[src/rtl/tx_gearbox_multiwidth.sv]
// 64b/66b TX gearbox: packs 66-bit blocks, delivered as DATA_WIDTH-bit beats, into a
// continuous DATA_WIDTH-bit serializer stream with one pause slot per 33 slots.
`timescale 1ns/1ps

module tx_gearbox_multiwidth #(
    parameter int DATA_WIDTH = 32,
    parameter int HDR_WIDTH  = 2,
    parameter int TRDY_LEAD  = 6
) (
    input  logic                  i_clk,
    input  logic                  i_reset,
    input  logic [DATA_WIDTH-1:0] i_rx_data,
    input  logic [HDR_WIDTH-1:0]  i_rx_sync_hdr,
    input  logic                  i_rx_data_valid,
    output logic                  o_tx_trdy,
    output logic [DATA_WIDTH-1:0] o_tx_data,
    output logic                  o_tx_valid,
    output logic                  o_overrun,
    output logic                  o_underrun
);

    localparam int BPB    = 64 / DATA_WIDTH;
    localparam int BEAT_W = (BPB > 1) ? $clog2(BPB) : 1;
    localparam int BUF_W  = 2 * DATA_WIDTH + HDR_WIDTH;
    localparam int RES_W  = $clog2(BUF_W + 1);

    localparam logic [5:0]        LAST_SLOT = 6'd32;
    localparam logic [BEAT_W-1:0] BEAT_LAST = BEAT_W'(BPB - 1);

    typedef enum logic [1:0] {
        SLOT_IDLE,
        SLOT_DATA,
        SLOT_PAUSE,
        SLOT_FREEZE
    } slot_e;

    logic [5:0]            r_seq_cnt;
    logic [BEAT_W-1:0]     r_beat_cnt;
    logic [BUF_W-1:0]      r_buf;
    logic [RES_W-1:0]      r_res;
    logic                  r_started;
    logic                  r_tx_trdy;
    logic [DATA_WIDTH-1:0] r_tx_data;
    logic                  r_tx_valid;
    logic                  r_overrun;
    logic                  r_underrun;

    slot_e                 w_slot;
    logic [BUF_W-1:0]      w_chunk;
    logic [BUF_W-1:0]      w_src;
    logic [RES_W-1:0]      w_add_len;
    logic [RES_W-1:0]      w_src_len;
    logic [RES_W-1:0]      w_res_next;
    logic [5:0]            w_seq_next;
    logic [BEAT_W-1:0]     w_beat_next;
    logic [6:0]            w_lead_sum;
    logic [6:0]            w_lead_slot;
    logic                  w_trdy_next;

    // Before the first beat the slot counter is parked at 0, so a beat is always a data slot.
    always_comb begin
        w_slot = SLOT_IDLE;
        if (r_started && r_seq_cnt == LAST_SLOT) begin
            w_slot = SLOT_PAUSE;
        end else if (i_rx_data_valid) begin
            w_slot = SLOT_DATA;
        end else if (r_started) begin
            w_slot = SLOT_FREEZE;
        end
    end

    // NOTE: every signal gets a default before any branch so no path leaves it unassigned (no latch).
    always_comb begin
        w_chunk   = '0;
        w_add_len = RES_W'(DATA_WIDTH);
        w_src     = r_buf;
        w_src_len = r_res;
        if (r_beat_cnt == '0) begin
            w_chunk[HDR_WIDTH +: DATA_WIDTH] = i_rx_data;
            w_chunk[HDR_WIDTH-1:0]           = i_rx_sync_hdr;
            w_add_len                        = RES_W'(DATA_WIDTH + HDR_WIDTH);
        end else begin
            w_chunk[DATA_WIDTH-1:0] = i_rx_data;
        end
        if (w_slot != SLOT_PAUSE) begin
            w_src     = r_buf | (w_chunk << r_res);
            w_src_len = r_res + w_add_len;
        end
        w_res_next = (w_src_len >= RES_W'(DATA_WIDTH)) ? w_src_len - RES_W'(DATA_WIDTH) : '0;
    end

    always_comb begin
        w_seq_next  = r_seq_cnt;
        w_beat_next = r_beat_cnt;
        if (w_slot == SLOT_DATA || w_slot == SLOT_PAUSE) begin
            w_seq_next = (r_seq_cnt == LAST_SLOT) ? 6'd0 : r_seq_cnt + 6'd1;
        end
        if (w_slot == SLOT_DATA) begin
            w_beat_next = (r_beat_cnt == BEAT_LAST) ? '0 : r_beat_cnt + BEAT_W'(1);
        end
        w_lead_sum  = {1'b0, w_seq_next} + 7'(TRDY_LEAD);
        w_lead_slot = (w_lead_sum >= 7'd33) ? w_lead_sum - 7'd33 : w_lead_sum;
        w_trdy_next = (w_lead_slot != 7'd32);
    end

    // NOTE: the residual buffer is reset too; stale bits would otherwise be OR-merged into the next block.
    always_ff @(posedge i_clk) begin
        if (i_reset) begin
            r_seq_cnt  <= '0;
            r_beat_cnt <= '0;
            r_buf      <= '0;
            r_res      <= '0;
            r_started  <= 1'b0;
            r_tx_trdy  <= 1'b1;
            r_tx_data  <= '0;
            r_tx_valid <= 1'b0;
            r_overrun  <= 1'b0;
            r_underrun <= 1'b0;
        end else begin
            // NOTE: non-blocking assignments so every register samples pre-edge values.
            r_seq_cnt  <= w_seq_next;
            r_beat_cnt <= w_beat_next;
            r_tx_trdy  <= w_trdy_next;
            r_overrun  <= (w_slot == SLOT_PAUSE) && i_rx_data_valid;
            r_underrun <= (w_slot == SLOT_FREEZE);
            r_tx_valid <= (w_slot == SLOT_DATA) || (w_slot == SLOT_PAUSE);
            if (w_slot == SLOT_DATA || w_slot == SLOT_PAUSE) begin
                r_started <= 1'b1;
                r_buf     <= w_src >> DATA_WIDTH;
                r_res     <= w_res_next;
                r_tx_data <= w_src[DATA_WIDTH-1:0];
            end
        end
    end

    assign o_tx_trdy  = r_tx_trdy;
    assign o_tx_data  = r_tx_data;
    assign o_tx_valid = r_tx_valid;
    assign o_overrun  = r_overrun;
    assign o_underrun = r_underrun;

endmodule
[config.mk]
export PLATFORM = sky130hd
export DESIGN_NAME = tx_gearbox_multiwidth
export DESIGN_NICKNAME = d
export VERILOG_FILES = /design/src/rtl/tx_gearbox_multiwidth.sv
export SDC_FILE = /design/constraint.sdc
export NUM_CORES = 1
export LEC_CHECK = 0
export CORE_ASPECT_RATIO = 1.25
export CORE_MARGIN = 2
export CORE_UTILIZATION = 59
export CTS_CLUSTER_SIZE = 20
export DETAILED_ROUTE_END_ITERATION = 7
export DONT_BUFFER_PORTS = 1
export PLACE_DENSITY = 0.89
export SYNTH_ARGS = -nofsm -noshare
export SYNTH_HDL_FRONTEND = slang
export SYNTH_SLANG_ARGS = --single-unit
[constraint.sdc]
create_clock -name i_clk -period 3.7 [get_ports i_clk]
set_input_delay 0.74 -clock i_clk [delete_from_list [all_inputs] [get_ports i_clk]]
set_output_delay 0.74 -clock i_clk [all_outputs]
set_load 0.02 [all_outputs]
Word-level counts from Yosys, hierarchy flattened
Index checks and enable logic that the tools add are counted.
{"block": "op_classes", "n_addsub": 6, "magnitude_cmp": 2, "eq_ne": 6, "shift": 1, "n_mux": 13, "bitwise_logic": 1, "reduce_logical": 3}
{"operator": "$mux W66", "count": 1}
{"operator": "$or A34 B66 Y66", "count": 1}
{"operator": "$shl A34 B7 Y66", "count": 1}
{"operator": "$mux W32", "count": 1}
{"operator": "$mux W7", "count": 3}
{"operator": "$ge A7 B6 Y1 const B", "count": 2}
{"operator": "$sub A7 B6 Y7 const B", "count": 2}
{"operator": "$mux W6", "count": 2}
{"operator": "$mux W2", "count": 5}
{"operator": "$add A6 B3 Y7 const B", "count": 1}
{"operator": "$add A7 B7 Y7", "count": 1}
{"operator": "$ne A7 B6 Y1 const B", "count": 1}
{"operator": "$add A6 B1 Y6 const B", "count": 1}
{"operator": "$eq A6 B6 Y1 const B", "count": 1}
{"operator": "$eq A2 B2 Y1 const B", "count": 2}
{"operator": "$eq A2 B1 Y1 const B", "count": 1}
{"operator": "$logic_and A1 B1 Y1", "count": 2}
{"operator": "$ne A2 B2 Y1 const B", "count": 1}
{"operator": "$add A1 B1 Y1 const B", "count": 1}
{"operator": "$logic_or A1 B1 Y1", "count": 1}
{"operator": "$mux W1", "count": 1}
{"block": "totals", "register_bits": 85, "in_bits": 37, "out_inout_bits": 36, "wordCells": 42}

Logic depth before layout (Yosys ltp)
{"block": "depth", "ltp_word": 10, "mapped_depth": 17}

Worst setup path after synthesis
No wires, ideal clock.
{"block": "synth_path", "kind": "register to register", "from": "reg r_seq_cnt[2]", "to": "reg r_tx_trdy (netlist: o_tx_trdy)", "arrival_time_ns": 3.771, "required_ns": 3.605, "slack_ns": -0.166, "path_stages_with_launch": 17, "path_buffers": 4, "period_less_slack_ns": 3.866, "cell_sequence": "dfxtp_1 > clkbuf_2 > or3_1 > or2_2 > a21boi_0 > ha_1 > clkbuf_1 > clkbuf_1 > nand2_1 > mux2i_1 > ha_1 > clkbuf_1 > nor3_1 > xor2_1 > a31oi_1 > nor3b_1 > o311ai_1"}
{"block": "synth_between", "elab_chain_len": 10, "elab_cells_between_ends": 14, "cone_classes": "add/sub (3); order compare (1); eq/ne (4); mux (4); reduce/logical (2)"}
{"element": "start: declaration", "line_no": "37", "source": "logic [5:0] r_seq_cnt;"}
{"element": "start signal: assignment", "line_no": "121", "source": "r_seq_cnt <= w_seq_next;"}
{"element": "branches (longest 5 deep; another with $add A6 B1 Y6)"}
{"element": "$mux W6 *", "line_no": "95", "source": "if (w_slot == SLOT_DATA || w_slot == SLOT_PAUSE) begin"}
{"element": "$add A6 B3 Y7 *", "line_no": "101", "source": "w_lead_sum = {1'b0, w_seq_next} + 7'(TRDY_LEAD);"}
{"element": "$sub A7 B6 Y7 or $ge A7 B6 Y1 (tied branches)", "line_no": "102", "source": "w_lead_slot = (w_lead_sum >= 7'd33) ? w_lead_sum - 7'd33 : w_lead_sum;"}
{"element": "$mux W7 *", "line_no": "102"}
{"element": "$ne A7 B6 Y1 *", "line_no": "103", "source": "w_trdy_next = (w_lead_slot != 7'd32);"}
{"element": "end signal: assignment", "line_no": "123", "source": "r_tx_trdy <= w_trdy_next;"}
{"element": "end: declaration", "line_no": "42", "source": "logic r_tx_trdy;"}
Mark *: on every way between the ends.
A chain may end at the register's enable or synchronous reset.

Worst setup path after layout
{"block": "layout_path", "from": "reg r_seq_cnt[1]", "to": "reg r_res[3]"}
{"block": "layout_between", "elab_chain_len": 7, "elab_cells_between_ends": 11, "cone_classes": "add/sub (1); order compare (1); eq/ne (4); mux (3); reduce/logical (2)"}
{"element": "$eq A6 B6 Y1 *", "line_no": "63", "source": "if (r_started && r_seq_cnt == LAST_SLOT) begin"}
{"element": "$logic_and A1 B1 Y1 *", "line_no": "63"}
{"element": "$mux W2 *", "line_no": "63"}
{"element": "$ne A2 B2 Y1", "line_no": "85", "source": "if (w_slot != SLOT_PAUSE) begin"}
{"element": "$mux W7", "line_no": "85"}
{"element": "$sub A7 B6 Y7 or $ge A7 B6 Y1 (tied branches)", "line_no": "89", "source": "w_res_next = (w_src_len >= RES_W'(DATA_WIDTH)) ? w_src_len - RES_W'(DATA_WIDTH) : '0;"}
{"element": "$mux W7", "line_no": "89"}
{"element": "end signal: assignment", "line_no": "130", "source": "r_res <= w_res_next;"}
{"element": "end: declaration", "line_no": "40", "source": "logic [RES_W-1:0] r_res;"}
Every way passes the cells marked *; elsewhere a longest branch is shown, timed or not.

==> flow_summary.yaml <==
logic_synthesis:
  synth.avg_cell_area_um2: 8.202
  synth-edff-count: 0
  ys_warn_count: 0
  ys_async_sr_fraction: 0
  ys_seq_elements: 84
  ys_types: 55
  synth_fp_nets: 813
  yosysSeqAreaShare: 0.2687
  synthFlopType: "dfxtp_1"
  syn-cell-area_mm2: 0.006259
  syn_inst: 763
worst_setup_path:
  worst-r2r-cell-count: 14
  cp-endpoint: "r_res[3]"
  r2r-start: "r_seq_cnt[1]"
  r2r_slack_ns: 0.18
  worst_ep_required_time_ns: 3.97
  crit_arrival_ns: 3.79
  cp-start-kind: "register"
  r2r-end: "r_res[3]"
  crit_start: "r_seq_cnt[1]"
  cp-end-kind: "register"
  worstPathMaxFanout: 5
  path_class: "register to register"
timing:
  post-route-period-util: 0.9513
  worstMarginPinSlew_ns: 1.099
  fmax_mhz: 284.1
  fin_skew_ns: 0.008022
  fin_crit_ns: 3.520
  finalSetupViolCount: 0
  relSlewSlack: 0.2603
  hold_violations: 0
  slew_violations: 0
cells_and_area:
  final_nets: 778
  fillers: 890
  instances_no_fill: 865
  finalCoreUtilization: 0.6372
  final_common_cell: "nor2_1"
  area_delta_synth_final_pct: 6.477
  drive_above_1_share: 0.1269
  most-common-layout-cells: "nor2_1, dfxtp_1, nand2_1, a21oi_1, o21ai_0"
  diodes: 0
clock_network:
  cts_sinks: 84
  cts_made_buffers: 9
  clock_latency_ns: 0.34
  cts_root_buf: "clkbuf_16"
  clk_pin_slew_ns: 0.06
  clk_path_buf_depth: 2
  htreeDepth: 3
  cts_tree: "done"
  hold_buffers: 0
floorplanning:
  std_cell_rows: 42
  die_w_um: 96.12
  initial_utilization: 0.5985
  die_y_um: 119.2
  core_mm2: 0.01046
  dieArea_mm2: 0.01145
  pin_count: 73
pwr:
  seq_power_share: 0.332
  clockPowerShare: 0.278
  p_sw_frac: 0.3864
  ir_worst_vdd_v: 0.0002572
  p_per_area_mw_per_mm2: 557.7
  p_sw_mw: 1.436
  p_int_mw: 2.281
  leakagePower_nw: 2.491
  pwr-share-comb: 0.389
detailed_routing:
  drt-total-wl_mm: 17.26
  drtPass1Iterations: 7
  ant_nets: 0
  avgViaCountPerCell: 6.776
  vias: 5861
  wl_per_cell_um: 19.95
  drt_iter0_markers: 681
  drc: 0
grt:
  overflow: 0
  grt_antenna_before_repair: 0
  grt_max_degree: 112
  grt_pass1_vias: 5473
  grt_pass1_wl_mm: 26.93
  grt_usage: 0.3021
placement:
  place_hpwl_mm: 12.64
  dp.cells: 849
  port_buffers: 0
  gp_congestion: 1.071
worst_hold_path:
  hp-class: "register to register"
flow_run:
  drv_cap: 0
status:
  status: "finished, final reports clean"
## what timing repair did
action / in CTS / in global routing
setup endpoints to repair: 0 / 2
setup buffers: 0 / 0
resized for setup: 0 / 10
## per-stage QoR
step	hold slack (ns)	area [um2]	TNS, ns	power, mW	setup slack, ns
6_report	0.4602	6664	0	3.717	0.1804
5_1_grt	0.4551	6664	-0.003732	3.892	-0.003732
4_1_cts	0.4535	6623	0	3.670	0.04834
3_5_place_dp	0.4431	6282	0	2.641	0.06247
3_3_place_gp	0.4362	6282	0	2.601	0.1981
2_1_floorplan	0.4258	6269	0	2.324	0.004382
## cells by family (layout without fill, tap and decap cells)
family | count (synthesis) | in the layout | synth area share
AND/OR/NAND/NOR | 274 | 274 | 0.1985
multiplexers | 96 | 96 | 0.2255
XOR/XNOR | 13 | 13 | 0.01819
flip-flops | 84 | 84 | 0.2687
AO/OA/AOI/OAI | 200 | 200 | 0.2035
adder cells (fa/ha/maj) | 13 | 13 | 0.02599
buffers and inverters | 83 | 53 | 0.05957
## state kept, by name, summed over array words and instances, names as in the netlist
register / cells
r_buf: 34
r_res: 6
r_started: 1
r_seq_cnt: 6
o_tx_trdy: 1
o_overrun: 1
r_beat_cnt: 1
o_tx_valid: 1
o_tx_data: 32
o_underrun: 1
## power by group through the flow
| stage | Sequential (mW) | Clock [mW] | Combinational [mW] |
|---|---|---|---|
| after floorplan | 1.18 | 0 | 1.14 |
| after global placement | 1.25 | 0 | 1.35 |
| after detailed placement | 1.26 | 0 | 1.39 |
| after CTS | 1.24 | 1.04 | 1.39 |
| after global routing | 1.26 | 1.07 | 1.56 |
| final | 1.24 | 1.04 | 1.45 |
## critical path, stage by stage (launching register included)
cell and delay [ns]:
dfxtp_1 0.43, inv_1 0.07, ha_1 0.18, nand2_1 0.11
nor2_2 0.07, a21oi_1 0.33, inv_1 0.13, ha_1 0.24
nand4b_2 0.26, a2bb2oi_1 0.20, xnor2_1 0.19, o41ai_2 0.53
nand2_1 0.16, or3_1 0.40, a21oi_1 0.15
## how the worst min path moves through the flow
stage	startpoint	end	slack (ns)	cells past startpoint
2_1_floorplan	r_buf[16]	r_buf[16]	0.43	2
3_3_place_gp	r_buf[23]	r_buf[23]	0.44	2
3_5_place_dp	r_buf[19]	r_buf[19]	0.44	2
4_1_cts	i_reset	r_res[2]	0.45	1
5_1_grt	i_reset	o_tx_data[28]	0.46	1
6_report	r_buf[18]	r_buf[18]	0.46	2
## cell usage after synthesis, types with 7 or more instances
cell	number	share of area
nand2_1	79	0.047
o22ai_1	9	0.0090
buf_1	8	0.0048
inv_1	17	0.010
clkbuf_1	38	0.023
nand3_1	12	0.0096
ha_1	13	0.026
mux2i_1	48	0.077
nor2_1	103	0.062
a21oi_1	55	0.044
nor3_1	18	0.014
xnor2_1	7	0.0098
a211oi_1	36	0.043
o21ai_0	48	0.038
nand2b_1	18	0.018
mux2_2	16	0.029
nor4_1	8	0.0080
mux4_2	24	0.086
nor2b_1	10	0.010
mux4_1	8	0.034
a22oi_1	14	0.017
dfxtp_1	84	0.27
buf_2	11	0.0088
## per-layer routing
| metal | track usage | part of all wire | vias up |
|---|---|---|---|
| li1 | - | - | 2727 |
| met1 | 0.3931 | 0.42 | 2763 |
| met2 | 0.4792 | 0.46 | 304 |
| met3 | 0.06199 | 0.078 | 67 |
| met4 | 0.1321 | 0.049 | 0 |
| met5 | 0 | 0 | - |
## final cells by class
type | instances | area (um2) | share of cell area
sequential | 84 | 1685 | 0.2529
clock inverter | 6 | 111.4 | 0.01671
clock buffer | 10 | 229.0 | 0.03436
multi-input combinational | 596 | 4267 | 0.6403
tap | 132 | 165.2 | 0.02478
timing repair buffer | 18 | 135.1 | 0.02028
inverter | 19 | 71.32 | 0.01070
No activity file was read; power rests on OpenSTA's default activity.
==> RTL edit: new RTL, config.mk and constraints unchanged <==
Make the reset (`i_reset`) asynchronous in one clocked block.
--- a/src/rtl/tx_gearbox_multiwidth.sv
+++ b/src/rtl/tx_gearbox_multiwidth.sv
@@ -104,7 +104,7 @@
     end
 
     // NOTE: the residual buffer is reset too; stale bits would otherwise be OR-merged into the next block.
-    always_ff @(posedge i_clk) begin
+    always_ff @(posedge i_clk or posedge i_reset) begin
         if (i_reset) begin
             r_seq_cnt  <= '0;
             r_beat_cnt <= '0;
Function: differs if i_reset is asserted again (counterexample within 4 cycles, from zero or initial values and one cycle with i_reset high); with i_reset held inactive, the same outputs for 10 cycles.
==> RTL edit against the original RTL <==
- synthesized area rose by 1.4%
- final area up 1.4%
- via count shrank 1.2%
- routed wire length increased by 5.6%
- critical path depth down 1
- setup slack better by 170 ps
- core utilization rose by 0.27 points
- sequential cell count unchanged
- critical path type unchanged
Power is not compared: it rests on default switching activity, and its combinational part moved more than twofold at a synthesized area within 25%.
==> RTL edit: results (changes against the original RTL) <==
placement:
  place_hpwl_mm: 13.5  # +6.6%
  gp_congestion: 1.01  # -5.9%
  numPlacedInstances: 801  # -5.7%
sta:
  worstMarginPinSlew_ps: 973  # -126 ps
  finalClockSkew_ps: 6.39  # -1.63 ps
global_routing:
  grt_pass1_wl_mm: 29.5  # +9.4%
  grt_max_degree: 56  # -50%
  grt_usage_pct: 31.5  # +1.3 points
  grt_pass1_vias: 5589  # +2.1%
setup_path:
  max_stage_delay_ps: 440  # -90 ps
  worstPathMaxFanout: 28  # +23
  worstReg2RegStart: "r_seq_cnt[0]"
  slowest_stage: "ha_2"
  crit_arrival_ps: 3610  # -180 ps
  crit_family: "simple AND/OR/NAND/NOR gates"
route:
  wire_per_inst_um: 22.3  # +12%
  firstDrtPassIters: 7  # unchanged
  via_count: 5788  # -1.2%
  drt_iter0_markers: 739  # +8.5%
min_path:
  hold_path.class: "input port to async pin"
yosys:
  syn_area_per_cell_um2: 9.16  # +12%
  synth_nets: 743  # -8.6%
  postSynth.asyncResetShare_pct: 100  # +100 points
  synth.area.top_cells: "dfrtp_1 33%, mux2i_1 8.7%, mux4_2 6.4%"
  ys_seq_area_share_pct: 33.1  # +6.3 points
  ys_types: 79  # +44%
  synth_flop_cell: "dfrtp_1"
  synth_commonest_cells: "83 x dfrtp_1, 69 x nor2_1, 55 x mux2i_1"
clocking:
  numCtsBuffers: 9  # unchanged
  holdBufCountCts: 0  # unchanged
run_status:
  status: "completed"
layout:
  drive_above_1_share_pct: 15.5  # +2.8 points
  final_cells: 817  # -5.5%
[RTL edit: cell count changes after synthesis, sizes merged, moves of 11 or more]
cell    unedited run  this run
a211oi            36         6
clkbuf            39        22
dfrtp              0        83
dfxtp             84         0
inv               19        30
mux4              32        18
nand2             79        54
nor2             103        69
o221ai             3        17
[RTL edit: kinds of logic (layout without fill, tap and decap cells)]
group	Yosys count	after routing	synth area share, %
compound gates	215	215	23.2
simple gates	189	189	13.7
flops	84	84	33.1
xor+xnor	11	11	1.52
buf+inv	81	73	5.90
fa+ha+maj	13	13	2.56
mux	100	100	20.0
[RTL edit: cell type report]
type / count / area, um2
multi-input cells: 528 / 3870
repair buffers: 25 / 191
clock inverters: 5 / 61.3
fillers: 859 / 3800
well taps: 132 / 165
flip-flops and latches: 84 / 2110
clock buffers: 11 / 243
inverters: 32 / 121
[RTL edit: through the flow]
| stage | area [um2] | setup WS (ps) | power, mW |
|---|---|---|---|
| final | 6760 | 351 | 7.02 |
| after global routing | 6760 | 82.8 | 7.43 |
| after CTS | 6760 | 297 | 6.89 |
| after detailed placement | 6450 | 322 | 5.95 |
| after global placement | 6450 | 619 | 5.82 |
| after floorplan | 6350 | 772 | 4.92 |
[RTL edit: final timing paths]
kind / end / slack [ps] / depth (start not counted)
max: o_tx_trdy / 350 / 13
min: o_tx_data[0] / 460 / 1
max reg2reg: o_tx_trdy / 350 / 13
min reg2reg: r_buf[32] / 500 / 2
min in group i_clk: r_buf[32] / 500 / 2
max in group asynchronous: o_tx_trdy / 2400 / 2
[RTL edit: power by group through the flow]
stage / Sequential, mW / Clock, mW / Combinational [mW]
2_1_floorplan: 1.71 / 0 / 3.20
3_3_place_gp: 1.87 / 0 / 3.96
3_5_place_dp: 1.89 / 0 / 4.06
4_1_cts: 1.87 / 0.926 / 4.09
5_1_grt: 1.93 / 0.961 / 4.54
6_report: 1.87 / 0.921 / 4.22
[RTL edit: what timing repair did]
item | CTS | global route
endpoints found under the setup margin | 0 | 1
hold endpoints to repair | 0 | 0
gates resized for setup | 0 | 2
[RTL edit: layer usage]
metal / up-vias / track usage [%] / wire length [um]
li1: 2583 / - / -
met3: 43 / 6.29 / 1730
met1: 2802 / 43.8 / 7450
met5: - / 0 / 0
met4: 0 / 10.4 / 501
met2: 360 / 49.6 / 8550
